==> config.mk <==
export PLATFORM = sky130hd
export DESIGN_NAME = ps2_scan_receiver
export DESIGN_NICKNAME = d
export VERILOG_FILES = /design/src/rtl/ps2_pkg.sv /design/src/rtl/ps2_clk_filter.sv /design/src/rtl/ps2_scan_receiver.sv
export SDC_FILE = /design/constraint.sdc
export NUM_CORES = 1
export LEC_CHECK = 0
export CORE_ASPECT_RATIO = 1.75
export CORE_UTILIZATION = 53
export DETAILED_ROUTE_END_ITERATION = 8
export PLACE_DENSITY = 0.73
export SETUP_SLACK_MARGIN = 0.02
export SLEW_MARGIN = 25
export SYNTH_ARGS = -nofsm -noshare
export SYNTH_HDL_FRONTEND = slang
export SYNTH_SLANG_ARGS = --single-unit
==> constraint.sdc <==
create_clock -name clk -period 2.4 [get_ports clk]
set_clock_uncertainty 0.15 [all_clocks]
set_input_delay 0.6 -clock clk [delete_from_list [all_inputs] [get_ports clk]]
set_output_delay 0.6 -clock clk [all_outputs]
set_load 0.1 [all_outputs]
==> src/rtl/ps2_pkg.sv <==
// Shared constants, FSM state type and parity helper for the PS/2 scan-code receiver.
package ps2_pkg;
   localparam logic [7:0] BREAK_PREFIX = 8'hF0;
   localparam logic [7:0] EXT_PREFIX   = 8'hE0;
   localparam int         FRAME_BITS   = 11;

   typedef enum logic [1:0] {
      IDLE  = 2'd0,
      SHIFT = 2'd1,
      CHECK = 2'd2
   } ps2_state_t;

   // Odd parity holds when data bits plus parity bit contain an odd number of ones.
   function automatic logic odd_parity_ok(input logic [7:0] data, input logic parity);
      return ^{data, parity};
   endfunction
endpackage

==> src/rtl/ps2_clk_filter.sv <==
// PS/2 clock synchroniser and deglitcher; emits a one-cycle strobe on each
// filtered falling edge of the keyboard clock.
module ps2_clk_filter #(
   parameter int FILTER_LEN = 8
) (
   input  logic clk,
   input  logic rst,
   input  logic ps2c,
   output logic fall_edge
);
   logic [1:0]            sync_r;
   logic [FILTER_LEN-1:0] hist_r;
   logic                  filt_r;
   logic                  fall_r;

   // Synchronise, collect history and move the filtered level only on a unanimous window.
   always_ff @(posedge clk or posedge rst) begin
      if (rst) begin
         sync_r <= 2'b11;
         hist_r <= {FILTER_LEN{1'b1}};
         filt_r <= 1'b1;
         fall_r <= 1'b0;
      end else begin
         sync_r <= {sync_r[0], ps2c};
         hist_r <= {hist_r[FILTER_LEN-2:0], sync_r[1]};
         fall_r <= 1'b0;
         if (hist_r == {FILTER_LEN{1'b0}}) begin
            fall_r <= filt_r;
            filt_r <= 1'b0;
         end else if (hist_r == {FILTER_LEN{1'b1}}) begin
            filt_r <= 1'b1;
         end else begin
            filt_r <= filt_r;
         end
      end
   end

   assign fall_edge = fall_r;
endmodule

==> src/rtl/ps2_scan_receiver.sv <==
// PS/2 keyboard receiver: frames bytes off the filtered clock, checks odd parity
// and stop bit, folds F0/E0 prefixes into break/extended flags, and aborts stalled frames.
module ps2_scan_receiver
   import ps2_pkg::*;
#(
   parameter int FILTER_LEN     = 8,
   parameter int TIMEOUT_CYCLES = 100000
) (
   input  logic       clk,
   input  logic       rst,
   input  logic       ps2c,
   input  logic       ps2d,
   output logic [7:0] code,
   output logic       code_valid,
   output logic       key_break,
   output logic       key_ext,
   output logic       frame_err
);
   localparam int             WD_W     = $clog2(TIMEOUT_CYCLES + 1);
   localparam logic [WD_W-1:0] WD_LIMIT = WD_W'(TIMEOUT_CYCLES);
   localparam logic [WD_W-1:0] WD_MAX   = {WD_W{1'b1}};
   localparam logic [3:0]      LAST_BIT = 4'(FRAME_BITS - 2);

   logic                      fall_edge_s;
   logic [1:0]                dsync_r;
   logic                      ps2d_s;
   ps2_state_t                state_r, state_s;
   logic [3:0]                bit_cnt_r, bit_cnt_s;
   logic [FRAME_BITS-2:0]     frame_r, frame_s;
   logic [WD_W-1:0]           wd_r, wd_s;
   logic                      break_pend_r, break_pend_s;
   logic                      ext_pend_r, ext_pend_s;
   logic [7:0]                code_r, code_s;
   logic                      code_valid_r, code_valid_s;
   logic                      key_break_r, key_break_s;
   logic                      key_ext_r, key_ext_s;
   logic                      frame_err_r, frame_err_s;

   ps2_clk_filter #(.FILTER_LEN(FILTER_LEN)) u_clk_filter (
      .clk       (clk),
      .rst       (rst),
      .ps2c      (ps2c),
      .fall_edge (fall_edge_s)
   );

   assign ps2d_s = dsync_r[1];

   // State, datapath and registered outputs.
   always_ff @(posedge clk or posedge rst) begin
      if (rst) begin
         dsync_r      <= 2'b11;
         state_r      <= IDLE;
         bit_cnt_r    <= 4'd0;
         frame_r      <= '0;
         wd_r         <= '0;
         break_pend_r <= 1'b0;
         ext_pend_r   <= 1'b0;
         code_r       <= 8'h00;
         code_valid_r <= 1'b0;
         key_break_r  <= 1'b0;
         key_ext_r    <= 1'b0;
         frame_err_r  <= 1'b0;
      end else begin
         dsync_r      <= {dsync_r[0], ps2d};
         state_r      <= state_s;
         bit_cnt_r    <= bit_cnt_s;
         frame_r      <= frame_s;
         wd_r         <= wd_s;
         break_pend_r <= break_pend_s;
         ext_pend_r   <= ext_pend_s;
         code_r       <= code_s;
         code_valid_r <= code_valid_s;
         key_break_r  <= key_break_s;
         key_ext_r    <= key_ext_s;
         frame_err_r  <= frame_err_s;
      end
   end

   // Next-state, frame capture, watchdog and decode.
   always_comb begin
      state_s      = state_r;
      bit_cnt_s    = bit_cnt_r;
      frame_s      = frame_r;
      wd_s         = wd_r;
      break_pend_s = break_pend_r;
      ext_pend_s   = ext_pend_r;
      code_s       = code_r;
      key_break_s  = key_break_r;
      key_ext_s    = key_ext_r;
      code_valid_s = 1'b0;
      frame_err_s  = 1'b0;
      case (state_r)
         IDLE: begin
            wd_s = '0;
            if (fall_edge_s && !ps2d_s) begin
               state_s   = SHIFT;
               bit_cnt_s = 4'd0;
            end else begin
               state_s = IDLE;
            end
         end
         SHIFT: begin
            // An edge coinciding with watchdog expiry wins over the timeout.
            if (fall_edge_s) begin
               frame_s   = {ps2d_s, frame_r[FRAME_BITS-2:1]};
               wd_s      = '0;
               bit_cnt_s = bit_cnt_r + 4'd1;
               if (bit_cnt_r == LAST_BIT) begin
                  state_s = CHECK;
               end else begin
                  state_s = SHIFT;
               end
            end else if (wd_r >= WD_LIMIT) begin
               frame_err_s  = 1'b1;
               break_pend_s = 1'b0;
               ext_pend_s   = 1'b0;
               state_s      = IDLE;
            end else if (wd_r != WD_MAX) begin
               wd_s = wd_r + WD_W'(1);
            end else begin
               wd_s = wd_r;
            end
         end
         CHECK: begin
            state_s = IDLE;
            if (odd_parity_ok(frame_r[7:0], frame_r[8]) && frame_r[9]) begin
               if (frame_r[7:0] == BREAK_PREFIX) begin
                  break_pend_s = 1'b1;
               end else if (frame_r[7:0] == EXT_PREFIX) begin
                  ext_pend_s = 1'b1;
               end else begin
                  code_s       = frame_r[7:0];
                  key_break_s  = break_pend_r;
                  key_ext_s    = ext_pend_r;
                  code_valid_s = 1'b1;
                  break_pend_s = 1'b0;
                  ext_pend_s   = 1'b0;
               end
            end else begin
               frame_err_s  = 1'b1;
               break_pend_s = 1'b0;
               ext_pend_s   = 1'b0;
            end
         end
         default: begin
            state_s      = IDLE;
            break_pend_s = 1'b0;
            ext_pend_s   = 1'b0;
         end
      endcase
   end

   assign code       = code_r;
   assign code_valid = code_valid_r;
   assign key_break  = key_break_r;
   assign key_ext    = key_ext_r;
   assign frame_err  = frame_err_r;
endmodule
Word level (Yosys, flattened, before mapping)
Index checks and enable logic that the tools add are counted.
{ "op_classes": {"reduce_logical": 14, "n_bitwise": 3, "order_cmp": 1, "muxes": 33, "add_sub_neg": 2, "n_eq_ne": 16} }
{ "op_table": {"columns": ["op", "n"], "rows": [
  ["17-bit two-way mux", 3],
  ["17-bit one-hot mux with 2 select lines", 1],
  ["8-bit equality test, second input constant", 3],
  ["1-bit two-way mux", 19],
  ["17-bit by 1-bit adder with 17-bit output, second input constant", 1],
  ["17-bit >= comparator, second input constant", 1],
  ["17-bit != test, second input constant", 1],
  ["4-bit AND reduction", 3],
  ["3-bit by 2-bit != test with 1-bit output, second input constant", 3],
  ["9-bit XOR reduction", 1],
  ["8-bit zero test", 1],
  ["4-bit two-way mux", 2],
  ["4-bit one-hot mux with 2 select lines", 1],
  ["2-bit two-way mux", 3],
  ["2-bit != test, second input constant", 3],
  ["1-bit one-hot mux with 3 select lines", 2],
  ["3-bit AND reduction", 2],
  ["4-bit by 1-bit adder with 4-bit output, second input constant", 1],
  ["4-bit equality test, second input constant", 1],
  ["4-bit != test, second input constant", 1],
  ["2-bit one-hot mux with 2 select lines", 1],
  ["2-bit nonzero test", 2],
  ["3-bit != test, second input constant", 1],
  ["1-bit inverter", 3],
  ["8 further kinds", 9]
]} }
{ "totals": {"output_inout_bits": 12, "reg_bits": 61, "elab_cells": 85} }

Logic depth before layout (Yosys ltp)
{ "logic_depth": {"word_depth": 5, "ltp_mapped": 9} }

Cells and area by module
Synthesis repeated with hierarchy kept, for this count alone.
{ "unflattened": {"hier_cells": 267, "area_unflattened_um2": 2989.1} }
{ "by_module_without_submodules": {"columns": ["mod", "cells_per_inst", "instances", "area_each_um2"], "rows": [
  ["ps2_scan_receiver", 245, 1, 2611.3],
  ["ps2_clk_filter", 22, 1, 377.9]
]} }

Worst setup path after synthesis
No wires, ideal clock.
{ "synth_path": {"path_type": "register -> register", "start": "reg wd_r[0]", "end": "reg wd_r[15]", "setup_ns": 0.078, "path_slack_ns": 0.003, "stages_incl_launch_ff": 10, "n_path_buf": 0, "synth_period_minus_slack_ns": 2.397, "arrival_ns": 2.169, "cell_sequence": "dfrtp_1 -> ha_1 -> nand3_1 -> nor2_1 -> and4_1 -> ha_1 -> a21oi_1 -> nand3_2 -> or3_1 -> a21oi_1"} }
{ "synth_via": {"elab_chain_len": 5} }
{ "synth_lines": {"columns": ["element", "line", "source"], "rows": [
  ["from (decl)", "ps2_scan_receiver.sv:30", "logic [WD_W-1:0] wd_r, wd_s;"],
  ["from (signal assigned)", "ps2_scan_receiver.sv:68", "wd_r <= wd_s;"],
  ["17-bit by 1-bit adder with 17-bit output", "ps2_scan_receiver.sv:119", "wd_s = wd_r + WD_W'(1);"],
  ["17-bit two-way mux", "ps2_scan_receiver.sv:118", "end else if (wd_r != WD_MAX) begin"],
  ["17-bit two-way mux", "ps2_scan_receiver.sv:113", "end else if (wd_r >= WD_LIMIT) begin"],
  ["17-bit two-way mux", "ps2_scan_receiver.sv:104", "if (fall_edge_s) begin"],
  ["17-bit one-hot mux with 2 select lines", "ps2_scan_receiver.sv:92", "case (state_r)"]
]} }
Several ways; a longest one is shown, not always the timed one. The select of a mux whose other input is x is not followed.
A chain may end at the register's enable or synchronous reset.

Worst setup path in the final report
{ "layout_path": {"start": "reg wd_r[11]", "end": "reg wd_r[6]"} }
{ "layout_via": {"elab_chain_len": 3} }
{ "layout_lines": {"columns": ["element", "line"], "rows": [
  ["17-bit >= comparator / 17-bit != test (equally long branches)", "ps2_scan_receiver.sv:113, ps2_scan_receiver.sv:118"],
  ["3-bit by 2-bit != test with 1-bit output (no line)", null],
  ["3-bit AND reduction (no line) *", null]
]} }
Every way passes the cells marked *; elsewhere a longest branch is shown, timed or not.

==> insert_results.sql <==
INSERT INTO impl_metrics (metric_group, metric, value, unit) VALUES
('run_status', 'outcome', 'complete, but fails checks', ''),
('run_status', 'failed_checks', 'DRC', ''),
('critical_path', 'critical_path.cell_chain', 'and3_4, and3_1, and4_1, ha_4, buf_4, nor3_1, o21ai_0, a21o_1', ''),
('critical_path', 'path_class', 'reg2reg', ''),
('placement', 'place_congestion', '0.8310', ''),
('synthesis', 'synth.most_common_cell', 'dfrtp_1', ''),
('clock_tree', 'clock-root-buffer', 'clkbuf_8', ''),
('floorplan', 'fp.dieW', '57.08', 'um'),
('critical_path', 'total_buffers_and_inverters_traversed_by_the_critical_path', '1', ''),
('synthesis', 'synthDominantAreaCellType', 'dfrtp_1', ''),
('synthesis', 'seq_area_frac_synth', '0.5482', ''),
('clock_tree', 'htree_levels', '3', ''),
('critical_path', 'worstPathMaxFanout', '5', ''),
('timing', 'relative_max_transition_margin', '0.5953', ''),
('timing', 'drv_slew', '0', ''),
('clock_tree', 'hold_buffers', '0', ''),
('power', 'power.density', '603.6', 'nW/um^2'),
('floorplan', 'coreArea', '5020', 'um^2'),
('critical_path', 'cp-start-kind', 'register', ''),
('critical_path', 'critical-path-top-delay-family', 'simple AND/OR/NAND/NOR gates', ''),
('synthesis', 'synth.cells.most_frequent', 'dfrtp_1 (48), inv_1 (14), nand2_1 (14), o21ai_0 (14), dfstp_2 (13)', ''),
('synthesis', 'post_synth_inst_count', '239', ''),
('synthesis', 'synthesis_warnings', '0', ''),
('run', 'drv.max_cap_violation_count', '0', ''),
('floorplan', 'dieHeight', '98.39', 'um'),
('floorplan', 'placement_row_count', '34', ''),
('finish', 'final_core_utilization', '0.6907', ''),
('clock_tree', 'clockBufferDepth', '2', ''),
('synthesis', 'synth.area.top_cells', 'dfrtp_1 (43%), dfstp_2 (12%), mux2_2 (4.8%), mux2_4 (3.7%), ha_1 (3.6%)', ''),
('power', 'vdd_drop_max', '0.3419', 'mV'),
('clock_tree', 'tritoncts', 'yes', ''),
('placement', 'dp_cell_count', '324', ''),
('critical_path', 'critical_path.slowest_cell', 'dfrtp_1', ''),
('synthesis', 'leading_register_cell_type_out_of_synthesis', 'dfrtp_1', ''),
('global_route', 'global_route_wire_length_before_repair', '9632', 'um'),
('global_route', 'grt_max_degree', '51', ''),
('clock_tree', 'insertion_delay', '340', 'ps'),
('synthesis', 'synth_enable_flop_cells', '0', ''),
('critical_path', 'worst_setup_path_end_kind', 'register', ''),
('finish', 'finish.net_count', '297', ''),
('clock_tree', 'cts.sink_count', '61', ''),
('global_route', 'tot_gr_track_use', '0.2321', ''),
('timing', 'tns', '0', 'ps'),
('timing', 'timing_worst_slew_pin_value', '604.8', 'ps'),
('timing', 'final_period_minus_worst_setup_slack', '2288', 'ps'),
('placement', 'post-dp-hpwl', '3907', 'um'),
('detailed_routing', 'antenna_left', '0', ''),
('synthesis', 'ys_async_sr_fraction', '1.000', ''),
('clock_tree', 'cts.clk_slew.worst_paths', '70', 'ps'),
('timing', 'post-route-period-util', '0.9533', ''),
('clock_tree', 'cts_inserted_buffers', '9', ''),
('detailed_routing', 'drt-pass1-iter-count', '6', ''),
('synthesis', 'synthDistinctLibCells', '49', ''),
('synthesis', 'synth-seq-cells', '61', ''),
('timing', 'fmax', '0.4371', 'GHz'),
('timing', 'setup_viol_count_final', '0', ''),
('detailed_routing', 'vias_per_cell', '5.872', ''),
('global_route', 'grt_pass1_vias', '2099', ''),
('synthesis', 'synth_area_per_cell', '11.77', 'um^2'),
('detailed_routing', 'routed_wirelength', '5653', 'um'),
('global_route', 'grt_remaining_overflow', '0', ''),
('finish', 'syn_to_final_growth', '23.21', '%'),
('detailed_routing', 'detailroute.via_count', '2020', ''),
('detailed_routing', 'drt-initial-drc-count', '81', ''),
('detailed_routing', 'drc', '10', ''),
('worst_hold_path', 'min-delay-path-class', 'reg2reg', ''),
('floorplan', 'overall_die_area', '5616', 'um^2'),
('critical_path', 'crit_arrival', '2360', 'ps'),
('placement', 'port_buffers', '15', ''),
('synthesis', 'syn_area', '2814', 'um^2'),
('timing', 'final-hold-violation-count', '0', '');
[stage by stage]
step | setup WS, ps | area, um^2 | total power, W
6_report | 112.1 | 3467 | 0.002093
5_1_grt | 10.57 | 3467 | 0.002169
4_1_cts | 21.14 | 3406 | 0.002123
3_5_place_dp | -4.285 | 3158 | 0.001112
3_3_place_gp | 80.89 | 3158 | 0.001110
2_1_floorplan | 98.04 | 2818 | 0.001093
[routing by layer]
| layer | track usage | wire (um) |
|---|---|---|
| met1 | 0.2327 | 2173 |
| met2 | 0.4081 | 3108 |
| met3 | 0.06755 | 180 |
| met4 | 0.1445 | 191 |
| met5 | 0 | 0 |
[worst reg2reg max path, cell delays in order, from the launching register on]
cell,delay (ps)
dfrtp_1,410
and3_4,200
and3_1,190
and4_1,230
ha_4,180
buf_4,150
nor3_1,320
o21ai_0,130
a21o_1,210
[registers in the layout, summed over array words and instances (netlist names), 2 cells and up]
signal and cells:
bit_cnt_r 4, code 8, dsync_r 2, frame_r 10
state_r 2, u_clk_filter.hist_r 8, u_clk_filter.sync_r 2, wd_r 17
[report_power, final]
part           leakage [nW]  internal, W  switching (W)  total [W]
registers             0.808      0.00105     0.00000765    0.00106
logic                 0.703    0.0000106      0.0000232  0.0000339
clock network         0.107     0.000612       0.000389    0.00100
total                  1.62      0.00167       0.000420    0.00209
[area by class of cell]
class | count | area (um^2)
sequential | 61 | 1543
clock buffer | 12 | 145.1
clock inverter | 4 | 72.57
fill | 389 | 1553
timing repair buffer | 39 | 325.3
multi-input combinational | 160 | 1261
inverter | 14 | 52.55
tap | 54 | 67.56
[cell usage in the layout, fill, tap and decap left out, types with 2 or more instances in the layout]
master	n
a21boi_0	2
a21o_1	4
a21oi_1	5
a22o_1	5
a31oi_1	2
a32o_1	2
and2_1	2
and3_1	2
and3_4	2
and4_1	3
buf_12	2
buf_4	34
bufinv_16	2
clkbuf_1	2
clkbuf_8	10
clkdlybuf4s50_1	3
dfrtp_1	48
dfstp_2	13
ha_1	6
inv_1	13
mux2_2	12
mux2_4	7
nand2_1	14
nand2b_1	2
nand3_1	7
nand4_1	4
nor2_1	11
nor2_2	2
nor2b_1	3
nor3_1	4
nor4_1	6
o21ai_0	14
or3_1	3
xnor2_1	5
xor2_1	4
[worst paths after layout]
kind | startpoint | endpoint | slack, ps | cells after the start
worst max-delay path | wd_r[11] | wd_r[6] | 110 | 8
worst min-delay path | u_clk_filter.sync_r[0] | u_clk_filter.sync_r[1] | 210 | 0
worst max register to register | wd_r[11] | wd_r[6] | 110 | 8
worst min register to register | u_clk_filter.sync_r[0] | u_clk_filter.sync_r[1] | 210 | 0
max in group asynchronous | rst | dsync_r[1] | 1130 | 3
min in group asynchronous | rst | key_ext | 370 | 2
[logic make-up after synthesis]
family / Yosys count / synth area share
and+or+nand+nor: 72 / 0.1396
DFF: 61 / 0.5482
AOI/OAI and AO/OA: 49 / 0.1192
muxes: 20 / 0.08893
buffers and inverters: 18 / 0.02668
xor gates and xnor gates: 11 / 0.04180
adders and majority gates: 8 / 0.03557
[repair_timing]
action / 4_1_cts / 5_1_grt
resized for setup: 2 / 10
pin swaps: 1 / 2
endpoints found under the setup margin: 3 / 15
setup buffers: 2 / 2
(Power assumes the default switching activity.)
